**src/rtl/fixp2fp_norm.sv**
```systemverilog
// Signed fixed-point to IEEE-754 single-precision converter.
// Three-stage elastic pipeline: sign/magnitude, leading-zero count, pack/round-to-nearest-even.
module fixp2fp_norm #(
  parameter int DATA_WIDTH = 32,
  parameter int FRAC_BITS  = 16,
  parameter int USER_WIDTH = 16
) (
  input  logic                  axis_aclk,
  input  logic                  axis_aresetn,
  input  logic                  s_axis_tvalid,
  output logic                  s_axis_tready,
  input  logic [DATA_WIDTH-1:0] s_axis_tdata,
  input  logic [USER_WIDTH-1:0] s_axis_tuser,
  input  logic                  s_axis_tlast,
  output logic                  m_axis_tvalid,
  input  logic                  m_axis_tready,
  output logic [31:0]           m_axis_tdata,
  output logic [USER_WIDTH-1:0] m_axis_tuser,
  output logic                  m_axis_tlast
);
  localparam int LZ_W   = $clog2(DATA_WIDTH);
  localparam int EXT_W  = DATA_WIDTH + 24;
  localparam int E_BASE = 127 + DATA_WIDTH - 1 - FRAC_BITS;

  // Smallest exponent occurs at lz = DATA_WIDTH-1, largest at lz = 0 (no carry possible there).
  if ((127 - FRAC_BITS) < 1 || E_BASE > 254) begin : g_param_check
    $error("fixp2fp_norm: DATA_WIDTH/FRAC_BITS give an exponent outside 1..254");
  end

  logic                  v1_reg, v2_reg, v3_reg;
  logic                  load1, load2, load3, accept;

  logic                  sign1_reg, last1_reg;
  logic [DATA_WIDTH-1:0] mag1_reg;
  logic [USER_WIDTH-1:0] user1_reg;

  logic                  sign2_reg, nz2_reg, last2_reg;
  logic [DATA_WIDTH-1:0] mag2_reg;
  logic [LZ_W-1:0]       lz2_reg;
  logic [USER_WIDTH-1:0] user2_reg;

  logic [31:0]           data3_reg;
  logic [USER_WIDTH-1:0] user3_reg;
  logic                  last3_reg;

  assign load3         = !v3_reg || m_axis_tready;
  assign load2         = !v2_reg || load3;
  assign load1         = !v1_reg || load2;
  assign s_axis_tready = axis_aresetn && load1;
  assign accept        = s_axis_tvalid && s_axis_tready;

  // Stage 1: sign and magnitude; the most-negative input maps to 2^(DATA_WIDTH-1) unsigned.
  logic [DATA_WIDTH-1:0] mag_next;
  assign mag_next = s_axis_tdata[DATA_WIDTH-1] ? (~s_axis_tdata + DATA_WIDTH'(1)) : s_axis_tdata;

  always_ff @(posedge axis_aclk or negedge axis_aresetn) begin
    if (!axis_aresetn) begin
      v1_reg    <= 1'b0;
      sign1_reg <= 1'b0;
      mag1_reg  <= '0;
      user1_reg <= '0;
      last1_reg <= 1'b0;
    end else if (load1) begin
      v1_reg <= accept;
      if (accept) begin
        sign1_reg <= s_axis_tdata[DATA_WIDTH-1];
        mag1_reg  <= mag_next;
        user1_reg <= s_axis_tuser;
        last1_reg <= s_axis_tlast;
      end
    end
  end

  // Stage 2: leading-zero count (highest set bit wins).
  int              lz_int;
  logic [LZ_W-1:0] lz_next;

  always_comb begin
    lz_int = DATA_WIDTH;
    for (int i = 0; i < DATA_WIDTH; i++) begin
      if (mag1_reg[i]) lz_int = DATA_WIDTH - 1 - i;
    end
    lz_next = LZ_W'(lz_int);
  end

  always_ff @(posedge axis_aclk or negedge axis_aresetn) begin
    if (!axis_aresetn) begin
      v2_reg    <= 1'b0;
      sign2_reg <= 1'b0;
      nz2_reg   <= 1'b0;
      mag2_reg  <= '0;
      lz2_reg   <= '0;
      user2_reg <= '0;
      last2_reg <= 1'b0;
    end else if (load2) begin
      v2_reg <= v1_reg;
      if (v1_reg) begin
        sign2_reg <= sign1_reg;
        nz2_reg   <= |mag1_reg;
        mag2_reg  <= mag1_reg;
        lz2_reg   <= lz_next;
        user2_reg <= user1_reg;
        last2_reg <= last1_reg;
      end
    end
  end

  // Stage 3: normalise, round to nearest even, pack. Zero padding supplies absent low bits.
  logic [DATA_WIDTH-1:0] norm;
  logic [EXT_W-1:0]      ext;
  logic [22:0]           mant;
  logic                  guard, sticky, round_up;
  logic [23:0]           mant_sum;
  logic signed [8:0]     exp_next;
  logic [31:0]           result_next;

  always_comb begin
    norm        = mag2_reg << lz2_reg;
    ext         = {norm, 24'd0};
    mant        = ext[EXT_W-2 -: 23];
    guard       = ext[DATA_WIDTH-1];
    sticky      = |ext[DATA_WIDTH-2:0];
    round_up    = guard && (sticky || mant[0]);
    mant_sum    = {1'b0, mant} + 24'(round_up);
    exp_next    = 9'(E_BASE) - 9'(lz2_reg) + 9'(mant_sum[23]);
    result_next = nz2_reg ? {sign2_reg, exp_next[7:0], mant_sum[22:0]} : 32'd0;
  end

  always_ff @(posedge axis_aclk or negedge axis_aresetn) begin
    if (!axis_aresetn) begin
      v3_reg    <= 1'b0;
      data3_reg <= '0;
      user3_reg <= '0;
      last3_reg <= 1'b0;
    end else if (load3) begin
      v3_reg <= v2_reg;
      if (v2_reg) begin
        data3_reg <= result_next;
        user3_reg <= user2_reg;
        last3_reg <= last2_reg;
      end
    end
  end

  assign m_axis_tvalid = v3_reg;
  assign m_axis_tdata  = data3_reg;
  assign m_axis_tuser  = user3_reg;
  assign m_axis_tlast  = last3_reg;

endmodule

```
**config.mk**
```make
export PLATFORM = sky130hd
export DESIGN_NAME = fixp2fp_norm
export DESIGN_NICKNAME = d
export VERILOG_FILES = /design/src/rtl/fixp2fp_norm.sv
export SDC_FILE = /design/constraint.sdc
export NUM_CORES = 1
export LEC_CHECK = 0
export BUFFER_PORTS_ARGS = -buffer_cell sky130_fd_sc_hd__buf_2
export CAP_MARGIN = 15
export CORE_MARGIN = 1
export CORE_UTILIZATION = 25
export CTS_CLUSTER_SIZE = 8
export DETAILED_ROUTE_END_ITERATION = 6
export SYNTH_ARGS = -nofsm -noshare
export SYNTH_HDL_FRONTEND = slang
export SYNTH_SLANG_ARGS = --single-unit
```
**constraint.sdc**
```tcl
create_clock -name axis_aclk -period 3.9 [get_ports axis_aclk]
set_input_delay 0.585 -clock axis_aclk [delete_from_list [all_inputs] [get_ports axis_aclk]]
set_output_delay 0.585 -clock axis_aclk [all_outputs]
set_load 0.05 [all_outputs]
```
==> qor.txt <==
Status: completed
Max-cap violation count: 0
Commonest non-fill, non-tap cell in the layout: nand2_1
H-tree levels: 4
Worst Skew: 17.41 ps
Core footprint: 36700 µm²
Skew-Pair Late Insertion Delay: 440 ps
TritonCTS buffer count: 17
Initial antenna violation count: 0
Final Total Pwr: 7407 µW
Area leader, netlist: dfrtp_1
CP peak stage delay: 630 ps
Worst-Margin Slew: 967.6 ps
# rows: 70
TritonRoute pass-1 iters: 5
Average vias per placed instance: 4.851
CP Class: flop to flop
Worst VDD drop: 314.9 µV
Mapped Nets: 1040
Synth warn: 0
Family with the most delay on the worst path: multiplexers
Layout area overhead: 18.45%
Crit path required time: 4220 ps
Post-route ant nets: 0
Crit-path slowest cell: dfrtp_2
Die X: 195.2 µm
Final Hold Fails: 0
CTS root buf: clkbuf_16
Starting Density: 25.42%
Min Tclk post-route: 3667 ps
Filler cells: 3864
Setup WS post-layout: 233.0 ps
Type of origin of the critical path: flop
R2R Path End: m_axis_tdata[27]$_DFFE_PN0P_
Post-CTS Setup Inserts: 0
Power density cells: 670.2 nW/µm²
Worst-path clk slew: 80 ps
Synth Flop Type: dfrtp_1
Clock tree buffer depth: 2
Setup TNS: 0 ps
Worst path depth: 11
Drt first-iter violations: 556
Die Height: 195.2 µm
Post-CTS Hold Buffers: 0
Vias post-DR: 7582
Mean post-synth cell area: 9.492 µm²
Post-synth EDFFs: 0
Routability Congestion: 0.8975
RSZ-0062 raised after global routing: false
Antenna cells: 0
Layout cells sized above 1: 22.19%
Crit path buffers/inverters: 1
Crit Path Max Fanout: 16
Crit path capture type: flop
Setup WS pre-CTS: 229.0 ps
Nets: 1139
Wire length per cell: 17.18 µm
First-pass GRT wire length: 43.42 mm
Tcrit/Tclk final: 94.02%
Most frequent cells in the layout: 284 x nand2_1, 156 x dfrtp_1, 102 x buf_2, 62 x o21ai_0, 48 x nor2_1
Final slew viol count: 0
CTS tree: built
Worst R2R Path Depth: 11
Worst reg2reg setup slack: 230 ps
Clk sinks: 157
Static leakage: 0.005180 µW
Final wirelength: 26.86 mm
Syn Inst Count: 983
Netlist cell types: 82
CP Cell Sequence: mux4_2, mux2i_1, inv_1, mux4_2, and4b_1, nand4_1, ha_1, ha_1, and3_1, xnor2_1, a22o_1
HPWL Detailed: 20.03 mm
Synth area leaders: dfrtp_1 42%, nand2_1 12%, mux2_2 4.1%
Count of final setup violators: 0
DRC Markers: 0
Die area: 38100 µm²
Critical Path AT: 3980 ps
# resized after CTS: 0
Fmax: 272.7 MHz
Top cell type's share of synthesized area: 42.11%
RR Startpoint: lz2_reg[0]$_DFFE_PN0P_
GRT overflow: 0
Vias in the first global route: 7473
Placed cell count: 1531
Hold crit path type: input pin to asynchronous set/reset pin
Seq/Total Area, Yosys: 42.11%
Largest net degree at the start of global routing: 67
Total GRT Usage: 14.40%
IO buf count: 103
Seq cells post-synth: 157
Asr flop ratio synth: 100.0%
Post-Syn Area: 9330 µm²
Slew HR: 35.27%
Fin cells: 1563
Top Ports: 104
## metal layers
metal  up-vias  part of all wire, %  global-route usage [%]
met1      3651                   51                   21.23
met4         0                  2.1                   4.695
met3        35                  3.5                   1.813
li1       3675                    -                       -
met5         -                    0                       0
met2       221                   43                   21.67
## per-stage QoR
step,cell area [µm²],hold slack [ps],util (%)
after floorplan,9330,289.4,-
after global placement,10410,443.4,28.37
after detailed placement,10410,449.8,28.37
after CTS,11050,283.2,30.12
after global routing,11050,314.3,30.12
final,11050,270.6,30.12
## worst max path at each step
stage | to | startpoint | slack (ps)
finish | m_axis_tdata[27]$_DFFE_PN0P_ | lz2_reg[0]$_DFFE_PN0P_ | 230
global route | m_axis_tdata[27]$_DFFE_PN0P_ | lz2_reg[0]$_DFFE_PN0P_ | 10
CTS | m_axis_tdata[27]$_DFFE_PN0P_ | lz2_reg[0]$_DFFE_PN0P_ | 210
detailed placement | m_axis_tdata[27]$_DFFE_PN0P_ | lz2_reg[0]$_DFFE_PN0P_ | 230
global placement | m_axis_tdata[27]$_DFFE_PN0P_ | lz2_reg[0]$_DFFE_PN0P_ | 340
floorplan | m_axis_tdata[27]$_DFFE_PN0P_ | lz2_reg[0]$_DFFE_PN0P_ | 630
## power by group
group	internal (µW)	switching, µW	leakage (µW)	total (µW)
Combinational	1150	2140	0.00291	3290
Clock	885	841	0.000305	1730
Sequential	2010	380	0.00196	2390
## synthesized netlist by cell type, drive strengths merged (10+ instances only)
master and instances:
nand2 286, nor3 12, a22o 10, nor2 48
dfrtp 157, mux2i 35, xor2 39, mux4 28
mux2 34, inv 17, xnor2 12, o21ai 72
o31ai 21, nand3 10, a21oi 18, clkbuf 36
buf 18, nand2b 11
## cell families after synthesis
group,Yosys count,synth area share [%]
fa+ha+maj,4,0.5364
buf+inv,73,3.755
simple gates,426,20.26
flops,157,42.11
xor+xnor,51,4.787
compound gates,175,13.29
mux,97,15.26
## cell type report
| cell class | count | area, µm² | area share [%] |
|---|---|---|---|
| Tap cell | 468 | 585.6 | 5.298 |
| Sequential cell | 157 | 3930 | 35.56 |
| Inverter | 19 | 71.32 | 0.6453 |
| Clock buffer | 17 | 425.4 | 3.849 |
| Clock inverter | 15 | 216.5 | 1.959 |
| Multi-Input combinational cell | 753 | 5056 | 45.75 |
| Timing Repair Buffer | 134 | 767.0 | 6.940 |
No activity file was read; power rests on OpenSTA's default activity.
